==> src/rtl/mau_pkg.sv <==
// mau_pkg: shared encodings, FSM states and the alignment check for mem_access_unit.
//   SZ_*        : req_size encodings (byte, half, word, illegal)
//   state_t     : control FSM states
//   misaligned(): 1 when an access must fault instead of touching memory
package mau_pkg;

    localparam logic [1:0] SZ_BYTE = 2'b00;
    localparam logic [1:0] SZ_HALF = 2'b01;
    localparam logic [1:0] SZ_WORD = 2'b10;
    localparam logic [1:0] SZ_ILL  = 2'b11;

    typedef enum logic [1:0] {
        S_IDLE,
        S_BUSY,
        S_RESP
    } state_t;

    // The illegal size encoding is folded in here so that a single test decides
    // whether an access faults.
    function automatic logic misaligned(input logic [1:0] size, input logic [1:0] addr_lo);
        return (size == SZ_ILL)
            || (size == SZ_HALF && addr_lo[0])
            || (size == SZ_WORD && addr_lo != 2'b00);
    endfunction

endpackage

==> src/rtl/mem_access_unit_load_extend.sv <==
// load_extend: picks the addressed byte/half lane out of a read word and sign- or zero-extends it.
//   rdata       in  32 : word returned by memory
//   size        in  2  : access size (SZ_BYTE / SZ_HALF / SZ_WORD)
//   offset      in  2  : byte offset of the access inside the word
//   is_unsigned in  1  : 1 = zero-extend, 0 = sign-extend
//   result      out 32 : extended load value
module load_extend
    import mau_pkg::*;
(
    input  logic [31:0] rdata,
    input  logic [1:0]  size,
    input  logic [1:0]  offset,
    input  logic        is_unsigned,
    output logic [31:0] result
);

    logic [7:0]  byte_sel;
    logic [15:0] half_sel;
    logic        byte_sign;
    logic        half_sign;

    always_comb begin
        byte_sel  = rdata[{offset, 3'b000} +: 8];
        // Half accesses are 2-byte aligned, so only offset[1] picks the lane.
        half_sel  = offset[1] ? rdata[31:16] : rdata[15:0];
        byte_sign = ~is_unsigned & byte_sel[7];
        half_sign = ~is_unsigned & half_sel[15];
        result    = (size == SZ_BYTE) ? {{24{byte_sign}}, byte_sel} :
                    (size == SZ_HALF) ? {{16{half_sign}}, half_sel} :
                                        rdata;
    end

endmodule

==> src/rtl/mem_access_unit.sv <==
// mem_access_unit: MEM-stage sub-word load/store engine between the EX/MEM register and data memory.
//   clk, rst_n         : clock, asynchronous active-low reset
//   req_valid/ready    : pipeline access handshake (ready only in IDLE)
//   req_we/size/unsigned/addr/wdata : captured access description
//   resp_valid/rdata/fault : one-cycle completion pulse with extended load data or fault
//   mem_req/we/addr/be/wdata : memory request, held until mem_ack
//   mem_ack/rdata      : memory completion, read word valid with the ack
module mem_access_unit
    import mau_pkg::*;
#(
    parameter int ADDR_W = 32
) (
    input  logic              clk,
    input  logic              rst_n,
    input  logic              req_valid,
    output logic              req_ready,
    input  logic              req_we,
    input  logic [1:0]        req_size,
    input  logic              req_unsigned,
    input  logic [ADDR_W-1:0] req_addr,
    input  logic [31:0]       req_wdata,
    output logic              resp_valid,
    output logic [31:0]       resp_rdata,
    output logic              resp_fault,
    output logic              mem_req,
    output logic              mem_we,
    output logic [ADDR_W-1:0] mem_addr,
    output logic [3:0]        mem_be,
    output logic [31:0]       mem_wdata,
    input  logic              mem_ack,
    input  logic [31:0]       mem_rdata
);

    state_t            state;
    state_t            state_next;
    logic              we_q;
    logic              uns_q;
    logic [1:0]        size_q;
    logic [ADDR_W-1:0] addr_q;
    logic [31:0]       wdata_q;
    logic [1:0]        offset;
    logic              accept;
    logic              req_fault;
    logic [31:0]       load_data;
    logic [3:0]        store_be;
    logic [31:0]       store_wdata;

    assign offset    = addr_q[1:0];
    assign accept    = (state == S_IDLE) && req_valid;
    assign req_fault = misaligned(req_size, req_addr[1:0]);

    load_extend u_load_extend (
        .rdata       (mem_rdata),
        .size        (size_q),
        .offset      (offset),
        .is_unsigned (uns_q),
        .result      (load_data)
    );

    // Lane steering for stores; loads always enable the whole word.
    always_comb begin
        store_be    = 4'b1111;
        store_wdata = wdata_q;
        if (we_q) begin
            case (size_q)
                SZ_BYTE: begin
                    store_be    = 4'b0001 << offset;
                    store_wdata = {4{wdata_q[7:0]}};
                end
                SZ_HALF: begin
                    store_be    = 4'b0011 << offset;
                    store_wdata = {2{wdata_q[15:0]}};
                end
                default: begin
                    store_be    = 4'b1111;
                    store_wdata = wdata_q;
                end
            endcase
        end
    end

    always_ff @(posedge clk or negedge rst_n) begin
        if (!rst_n)
            state <= S_IDLE;
        else
            state <= state_next;
    end

    // Memory-side outputs are zero outside BUSY so a reset or an idle unit
    // never presents a stale request.
    always_comb begin
        state_next = state;
        req_ready  = 1'b0;
        resp_valid = 1'b0;
        mem_req    = 1'b0;
        mem_we     = 1'b0;
        mem_addr   = '0;
        mem_be     = 4'b0000;
        mem_wdata  = 32'h0;
        case (state)
            S_IDLE: begin
                req_ready = 1'b1;
                if (req_valid)
                    state_next = req_fault ? S_RESP : S_BUSY;
            end
            S_BUSY: begin
                mem_req   = 1'b1;
                mem_we    = we_q;
                mem_addr  = {addr_q[ADDR_W-1:2], 2'b00};
                mem_be    = store_be;
                mem_wdata = store_wdata;
                if (mem_ack)
                    state_next = S_RESP;
            end
            S_RESP: begin
                resp_valid = 1'b1;
                state_next = S_IDLE;
            end
            default: state_next = S_IDLE;
        endcase
    end

    always_ff @(posedge clk or negedge rst_n) begin
        if (!rst_n) begin
            we_q       <= 1'b0;
            uns_q      <= 1'b0;
            size_q     <= SZ_BYTE;
            addr_q     <= '0;
            wdata_q    <= 32'h0;
            resp_rdata <= 32'h0;
            resp_fault <= 1'b0;
        end else if (accept) begin
            we_q       <= req_we;
            uns_q      <= req_unsigned;
            size_q     <= req_size;
            addr_q     <= req_addr;
            wdata_q    <= req_wdata;
            resp_rdata <= 32'h0;
            resp_fault <= req_fault;
        end else if (state == S_BUSY && mem_ack && !we_q) begin
            resp_rdata <= load_data;
        end else if (state == S_RESP) begin
            resp_rdata <= 32'h0;
            resp_fault <= 1'b0;
        end
    end

endmodule

==> config.mk <==
export PLATFORM = sky130hd
export DESIGN_NAME = mem_access_unit
export DESIGN_NICKNAME = d
export VERILOG_FILES = /design/src/rtl/mau_pkg.sv /design/src/rtl/mem_access_unit_load_extend.sv /design/src/rtl/mem_access_unit.sv
export SDC_FILE = /design/constraint.sdc
export NUM_CORES = 1
export LEC_CHECK = 0
export ABC_AREA = 1
export ABC_CLOCK_PERIOD_IN_PS = 1900
export BUFFER_PORTS_ARGS = -buffer_cell sky130_fd_sc_hd__buf_2
export CORE_MARGIN = 2
export CORE_UTILIZATION = 53
export CTS_CLUSTER_DIAMETER = 200
export DETAILED_ROUTE_END_ITERATION = 7
export HOLD_SLACK_MARGIN = 0.05
export PLACE_DENSITY = 0.92
export SLEW_MARGIN = 40
export SYNTH_ARGS = -nofsm -noshare
export SYNTH_HDL_FRONTEND = slang
export SYNTH_SLANG_ARGS = --single-unit
==> constraint.sdc <==
create_clock -name clk -period 1.9 [get_ports clk]
set_input_delay 0.095 -clock clk [delete_from_list [all_inputs] [get_ports clk]]
set_output_delay 0.095 -clock clk [all_outputs]
set_load 0.02 [all_outputs]
# [Word level (Yosys, flattened, before mapping)]
# Cells that the tools add are included.
[classes] addsub=0 n_mul=0 n_div=0 n_lt_le_gt_ge=0 n_eq_ne=9 n_shift=3 muxes=24 n_bitwise=3 reduce_logical=15
[ops] operator="$mux 32" n=8
[ops] operator="$pmux 32 s2" n=1
[ops] operator="$shiftx 32x6->8" n=1
[ops] operator="$mux 16" n=1
[ops] operator="$mux 4" n=2
[ops] operator="$pmux 4 s2" n=1
[ops] operator="$mux 1" n=7
[ops] operator="$eq 2x1->1 const B" n=3
[ops] operator="$eq 2x2->1 const B" n=3
[ops] operator="$mux 2" n=3
[ops] operator="$ne 2x2->1 const B" n=3
[ops] operator="$logic_and 1x1->1" n=5
[ops] operator="$logic_not 2->1" n=2
[ops] operator="$pmux 2 s2" n=1
[ops] operator="$reduce_and 2->1" n=2
[ops] operator="$reduce_bool 2->1" n=2
[ops] operator="$shl 1x2->4 const A" n=1
[ops] operator="$shl 2x2->4 const A" n=1
[ops] operator="$reduce_bool 3->1" n=1
[ops] operator="$and 1x1->1" n=2
[ops] operator="$logic_or 1x1->1" n=2
[ops] operator="$logic_not 1->1" n=1
[ops] operator="$not 1->1" n=1
[word_totals] regBits=103 latch_bits=0 ramBits=0 rom_bits=0 in_bits=104 memories=0

# [Depth between registers and ports, before layout]
# Gate-level depths: netlist of run 1.
[depth] word_depth=7 mapped_depth=8 ltp_nobuf=7

# [Hierarchy]
# Synthesis of run 1 repeated with hierarchy kept, for this count alone.
[unflattened] hier_cells=850 area_unflattened_um2=5906.9
[by_module_without_submodules] module="mem_access_unit" instances=1 cells_each=604 area_each_um2=4799.6 seq_area_each_um2=2577.5
[by_module_without_submodules] module="load_extend" instances=1 cells_each=246 area_each_um2=1107.3 seq_area_each_um2=0.0

# [Worst setup path after synthesis of run 1]
# OpenSTA, ideal clock, no wires.
[synth_path] path_type="register to output" from="reg state[1]" to="out mem_wdata[18]" arrival_ns=1.464 path_slack_ns=0.341 stages_incl_launch_ff=5 path_buffers=1 path_cell_list="dfrtp_1 -> nor2_4 -> clkbuf_1 -> o21ai_0 -> a21oi_1"
[synth_between] elab_chain_len=2
[synth_rtl] item="start, declared" line_no="mem_access_unit.sv:34" source="state_t state;"
[synth_rtl] item="start signal, assigned" line_no="mem_access_unit.sv:86" source="state <= state_next;"
[synth_rtl] item="$eq 2x1->1" line_no="mem_access_unit.sv:100" source="case (state)"
[synth_rtl] item="$mux 32" line_no="mem_access_unit.sv:100"
[synth_rtl] item="end, declared" line_no="mem_access_unit.sv:29" source="output logic [31:0] mem_wdata,"
# No other way between the ends.

# [Final worst setup path of run 1]
[layout_path] from="reg state[0]" to="out mem_wdata[27]"
# The elaborated chain is that of the path after synthesis.

==> results.json, run 1 <==
{
  "pin_count": 209,
  "numCtsBuffers": 9,
  "final_cell_mix": "nand2_1 (271), buf_2 (202), dfrtp_1 (101)",
  "die_h_um": 105,
  "violations": "negative setup slack",
  "yosysTopAreaCell": "dfrtp_1",
  "coreArea_um2": 9820,
  "crit_slowest_cell": "dfrtp_1",
  "final_nets": 1124,
  "path_clk_slew_ns": 0.11,
  "dpl_cell_area_um2": 6510,
  "drt_iter0_drc": 735,
  "slew_headroom_pct": 45.5,
  "final_common_cell": "nand2_1",
  "finalHoldViolations": 0,
  "powerDensity_nw_per_um2": 1090,
  "post-route-min-period_ns": 2.07,
  "synthTopCellsByArea": "dfrtp_1 (48%), nand2_1 (19%), nand3_1 (8.3%)",
  "fin_skew_ns": 0.0418,
  "cp.required_ns": 1.80,
  "tns_ns": -0.669,
  "min_path_cells": 5,
  "cts_tree": "yes",
  "ir_worst_vdd_mv": 0.683,
  "hold_start": "mem_rdata[5]",
  "die_area_um2": 10900,
  "synth-warning-count": 0,
  "hpwl_mm": 12.2,
  "holdWs_ns": 0.0458,
  "antenna_found_initial": 4,
  "slew_viol_final": 0,
  "min_to": "resp_rdata[5]$_DFFE_PN0P_",
  "regToRegStartpoint": "state[0]$_DFFE_PN0P_",
  "synth_top_area_share_pct": 48.0,
  "postSynthAreaPerCell_um2": 7.14,
  "grt_usage_pct": 38.4,
  "final_area_um2": 7610,
  "finalSetupViolCount": 10,
  "synth_cell_types": 25,
  "routed_via_density": 5.96,
  "fin_ws_ns": -0.173,
  "timing.final.crit_share_pct": 109,
  "cap_violations": 0,
  "routedWlPerCell_um": 20.2,
  "finish.utilization_pct": 77.5,
  "grt_pass1_wl_mm": 33.1,
  "worstSkewPairLatency_ns": 0.42,
  "grt_start_max_net_pins": 49,
  "power.total_mw": 8.33,
  "crit_type": "flip-flop to primary output",
  "slowest_delay_ns": 0.44,
  "worstReg2RegEnd": "addr_q[11]$_DFFE_PN0N_",
  "path_max_fanout": 13,
  "rr_worst_depth": 5,
  "fmax_ghz": 0.482,
  "crit_top_cell": "o21ai_0",
  "synth-seq-cells": 103,
  "gp_congestion": 0.936,
  "synth_area_um2": 5370,
  "p_leak_nw": 4.24,
  "initial_core_util_pct": 54.6,
  "dr.pass1.iters": 7,
  "routed-via-count": 6913,
  "hold_path.class": "primary input to flip-flop",
  "end_kind": "primary output",
  "drt-total-wl_mm": 23.5,
  "ant_nets": 0,
  "tightest_slew_ns": 0.809,
  "ctsHtreeMaxLevel": 3,
  "rows": 36,
  "crit_path_cell_trace": "inv_2 > nor2_4 > buf_4 > o21ai_0 > o21ai_0 > buf_2",
  "globalRouteOverflowTotal": 0,
  "cp-start-kind": "flip-flop",
  "rsz0062_at_grt": "true",
  "ys_seq_area_share_pct": 48.0,
  "cp.arrival_ns": 1.98,
  "port_buffers": 206,
  "die_w_um": 105,
  "drc": 0,
  "clock-root-buffer": "clkbuf_8",
  "status": "complete, but fails checks",
  "syn_inst": 751,
  "reg2reg_slack_ns": 0.10,
  "cts.sinks": 103,
  "layout-drive-gt1-share_pct": 27.5,
  "synthToLayoutAreaGrowth_pct": 41.9,
  "ctsLongestPathBuffers": 2,
  "grt_pass1_vias": 6599
}
worst max path at each step:
stage / cells past startpoint / startpoint / to / slack [ns]
after global routing: 6 / state[0]$_DFFE_PN0P_ / mem_wdata[27] / -0.20
after detailed placement: 5 / size_q[1]$_DFFE_PN0N_ / mem_wdata[15] / 0.21
final: 6 / state[0]$_DFFE_PN0P_ / mem_wdata[27] / -0.17
after floorplan: 4 / state[1]$_DFFE_PN0P_ / mem_wdata[18] / 0.34
after global placement: 4 / size_q[1]$_DFFE_PN0N_ / resp_rdata[24]$_DFFE_PN0P_ / 0.18
after CTS: 6 / we_q$_DFFE_PN0N_ / mem_wdata[8] / 0.01
timing repair:
action	4_1_cts	5_1_grt
endpoints found under the setup margin	21	29
hold buffers	71	0
hold endpoints to repair	145	0
pin swaps	0	5
resized for setup	7	28
buffers inserted	2	5
synthesized netlist by cell type:
cell type and number:
buf_6 1, nor2_1 65, nand2_1 274, a21oi_2 1, nand3_1 89, nand2_2 1, inv_2 6, clkinv_1 2
buf_1 1, inv_1 51, clkbuf_1 18, o21ai_0 57, nor2_2 3, nor2_4 3, dfrtp_1 103, a211oi_1 1
nand3_2 1, o22ai_1 1, o21ai_1 5, buf_2 20, buf_4 7, conb_1 1, a21oi_1 35, a22oi_1 1
a31oi_1 4
state kept, by name, summed over array words and instances, names as in the netlist:
register    flops
we_q            1
uns_q           1
resp_rdata     32
size_q          2
wdata_q        32
resp_fault      1
addr_q         32
state           2
metrics by stage:
stage          setup slack (ns)  std cells
2_1_floorplan             0.341        752
3_3_place_gp              0.177       1064
3_5_place_dp              0.208       1064
4_1_cts                  0.0105       1153
5_1_grt                  -0.198       1160
6_report                 -0.173       1160
power breakdown:
group	internal [mW]	total [mW]	switching [mW]	leakage, nW
registers	2.71	3.12	0.411	1.32
logic	1.12	3.60	2.48	2.81
clock network	0.656	1.61	0.957	0.111
total	4.49	8.33	3.85	4.24
cells by family (layout without fill, tap and decap cells):
logic type,after synthesis,count (layout),synth area share [%]
flops,103,103,48.0
compound gates,105,105,10.1
buf+inv,106,379,8.51
other cells,1,4,0.0699
simple gates,436,436,33.3
layout make-up:
cell class	count	area [µm²]
clock inverter	7	95.1
tap	133	166
multi-input combinational	543	2440
fill	670	2200
sequential	103	2580
inverter	59	229
clock buffer	9	124
timing repair buffer	304	1980
antenna	2	5.00
routing by layer:
layer	global-route usage (%)	vias up	wire, µm
met5	0	-	13
met4	28.7	2	2370
met3	9.92	219	2970
met2	62.0	654	10500
met1	43.9	3131	7570
li1	-	2907	-
worst max-delay path: cells and delay by family (launching register included):
family | cells | cell delay [ns]
DFF | 1 | 0.44
and+or+nand+nor | 1 | 0.16
buffers and inverters | 3 | 0.54
AOI/OAI and AO/OA | 2 | 0.46
Note: power is estimated with default switching activity, not from simulation.
==> run 2: changes to the inputs <==
--- a/config.mk
+++ b/config.mk
@@ -8,8 +8,10 @@
 export ABC_AREA = 1
 export ABC_CLOCK_PERIOD_IN_PS = 1900
 export BUFFER_PORTS_ARGS = -buffer_cell sky130_fd_sc_hd__buf_2
+export CELL_PAD_IN_SITES_DETAIL_PLACEMENT = 2
+export CELL_PAD_IN_SITES_GLOBAL_PLACEMENT = 2
 export CORE_MARGIN = 2
-export CORE_UTILIZATION = 53
+export CORE_UTILIZATION = 28
 export CTS_CLUSTER_DIAMETER = 200
 export DETAILED_ROUTE_END_ITERATION = 7
 export HOLD_SLACK_MARGIN = 0.05
==> results.json, run 2 (synthesis gave the netlist of run 1 again) <==
{
  "grt_usage_pct": 27.3,
  "port_buffers": 206,
  "cts_tree": "yes",
  "path_clk_slew_ns": 0.08,
  "rows": 50,
  "cp.arrival_ns": 1.89,
  "hpwl_mm": 16.6,
  "finalSetupViolCount": 7,
  "gp_congestion": 0.862,
  "cp_top_family": "buffers and inverters",
  "die_h_um": 142,
  "grt_pass1_vias": 7318,
  "rsz0062_at_grt": "true",
  "slew_headroom_pct": 54.4,
  "worstSkewPairLatency_ns": 0.37,
  "seqCellArea_um2": 2580,
  "cp-start-kind": "flip-flop",
  "routedWlPerCell_um": 22.4,
  "numCtsBuffers": 9,
  "final_common_cell": "nand2_1",
  "crit_type": "flip-flop to primary output",
  "clock-root-buffer": "clkbuf_16",
  "ctsLongestPathBuffers": 2,
  "drc": 0,
  "violations": "negative setup slack",
  "crit_slowest_cell": "dfrtp_2",
  "die_area_um2": 20300,
  "globalRouteOverflowTotal": 0,
  "post-route-min-period_ns": 1.98,
  "grt_start_max_net_pins": 52,
  "dr.pass1.iters": 7,
  "final_cell_mix": "nand2_1 (268), buf_2 (192), dfrtp_1 (100)",
  "layout-drive-gt1-share_pct": 29.2,
  "synthToLayoutAreaGrowth_pct": 49.0,
  "pin_count": 209,
  "coreArea_um2": 18800,
  "routed_via_density": 5.15,
  "hold_path.class": "primary input to flip-flop",
  "fillCellCount": 2181,
  "powerDensity_nw_per_um2": 1130,
  "crit_top_cell": "buf_6",
  "die_w_um": 142,
  "ant_nets": 0,
  "routed-via-count": 6554,
  "finalHoldViolations": 0,
  "path_buf_inv": 4,
  "slowest_delay_ns": 0.47,
  "timing.final.crit_share_pct": 104,
  "power.total_mw": 9.07,
  "final_area_um2": 8000,
  "cap_violations": 0,
  "fin_skew_ns": 0.0149,
  "slew_viol_final": 0,
  "drt_iter0_drc": 297,
  "antenna_found_initial": 3,
  "grt_pass1_wl_mm": 42.2,
  "final_nets": 1134,
  "end_kind": "primary output",
  "ctsHtreeMaxLevel": 3,
  "p_leak_nw": 4.33,
  "drt-total-wl_mm": 28.5,
  "multiInputGateArea_um2": 2450,
  "path_max_fanout": 8,
  "tightest_slew_ns": 0.682,
  "cp.required_ns": 1.80,
  "cts.sinks": 103,
  "status": "complete, but fails checks",
  "fin_ws_ns": -0.0808,
  "crit_path_cell_trace": "inv_4 > nor2_4 > buf_6 > buf_6 > o21ai_0 > o21ai_1 > buf_2",
  "reg.largest.list": "addr_q x32, resp_rdata x32, wdata_q x32",
  "dpl_cell_area_um2": 6680,
  "initial_core_util_pct": 28.6,
  "fmax_ghz": 0.505,
  "ir_worst_vdd_mv": 0.524
}
-- run 2: cell types whose count changed in the layout (fill, tap and decap cells not counted), sizes merged --
cell,change
buf,+10
inv,-6
clkbuf,+3
clkinvlp,+3
diode,+2
clkinv,+1
dlygate4sd3,-1
-- run 2: repair_timing --
| item | 4_1_cts | 5_1_grt |
|---|---|---|
| setup buffers | 2 | 11 |
| hold buffers | 70 | 0 |
| endpoints found under the setup margin | 20 | 48 |
| gates cloned | 1 | 0 |
| resized for setup | 15 | 52 |
| pin swaps | 2 | 6 |
| endpoints found under the hold margin | 102 | 0 |
-- run 2: worst paths after layout --
kind	start	endpoint	slack, ns	cells past startpoint
setup / recovery	we_q$_DFFE_PN0N_	mem_wdata[29]	-0.08	7
hold / removal	mem_rdata[0]	resp_rdata[0]$_DFFE_PN0P_	0.10	5
setup reg to reg	addr_q[1]$_DFFE_PN0N_	resp_rdata[25]$_DFFE_PN0P_	0.16	6
hold reg to reg	resp_rdata[17]$_DFFE_PN0P_	resp_rdata[17]$_DFFE_PN0P_	0.48	2
max in group asynchronous	rst_n	resp_rdata[6]$_DFFE_PN0P_	0.98	3
min in group asynchronous	rst_n	wdata_q[1]$_DFFE_PN0N_	0.27	2
-- run 2: metrics by stage --
step                      hold slack (ns)  setup TNS (ns)  utilization, %  cells  setup WS [ns]
after CTS                          0.0952       -0.000423            41.2   1258      -0.000423
final                               0.104          -0.268            42.6   1273        -0.0808
after detailed placement            0.128               0            35.6   1169          0.162
after global placement              0.119               0            35.5   1169          0.101
after global routing                0.126          -0.856            42.6   1271        -0.0979
after floorplan                    -0.201               0               -    752          0.341
-- run 2: worst reg2reg max path, stage by stage, from the launching register on --
cell     delay, ns
dfrtp_1       0.40
buf_4         0.18
nand2_1       0.09
nand3_1       0.47
a21oi_1       0.35
nand3_1       0.11
nand2_1       0.09
-- run 2: final cells by class --
type / count / share of cell area (%)
well taps: 234 / 3.66
diodes: 4 / 0.125
inverters: 59 / 2.91
repair inverters: 1 / 0.0939
flip-flops and latches: 103 / 32.3
clock buffers: 12 / 3.08
multi-input cells: 543 / 30.6
repair buffers: 313 / 26.5
clock inverters: 4 / 0.689
-- run 2: where the power goes --
| group | switching, mW | internal, mW | leakage, nW | total (mW) |
|---|---|---|---|---|
| clock | 0.954 | 1.07 | 0.143 | 2.02 |
| sequential | 0.432 | 2.72 | 1.31 | 3.15 |
| combinational | 2.63 | 1.26 | 2.87 | 3.89 |
| total | 4.02 | 5.05 | 4.33 | 9.07 |
-- run 2: per-layer routing --
| metal | global-route usage, % | part of all wire, % |
|---|---|---|
| met1 | 31.2 | 39 |
| met2 | 49.7 | 52 |
| met3 | 5.75 | 5.7 |
| met4 | 11.2 | 4.0 |
| met5 | 0 | 0 |
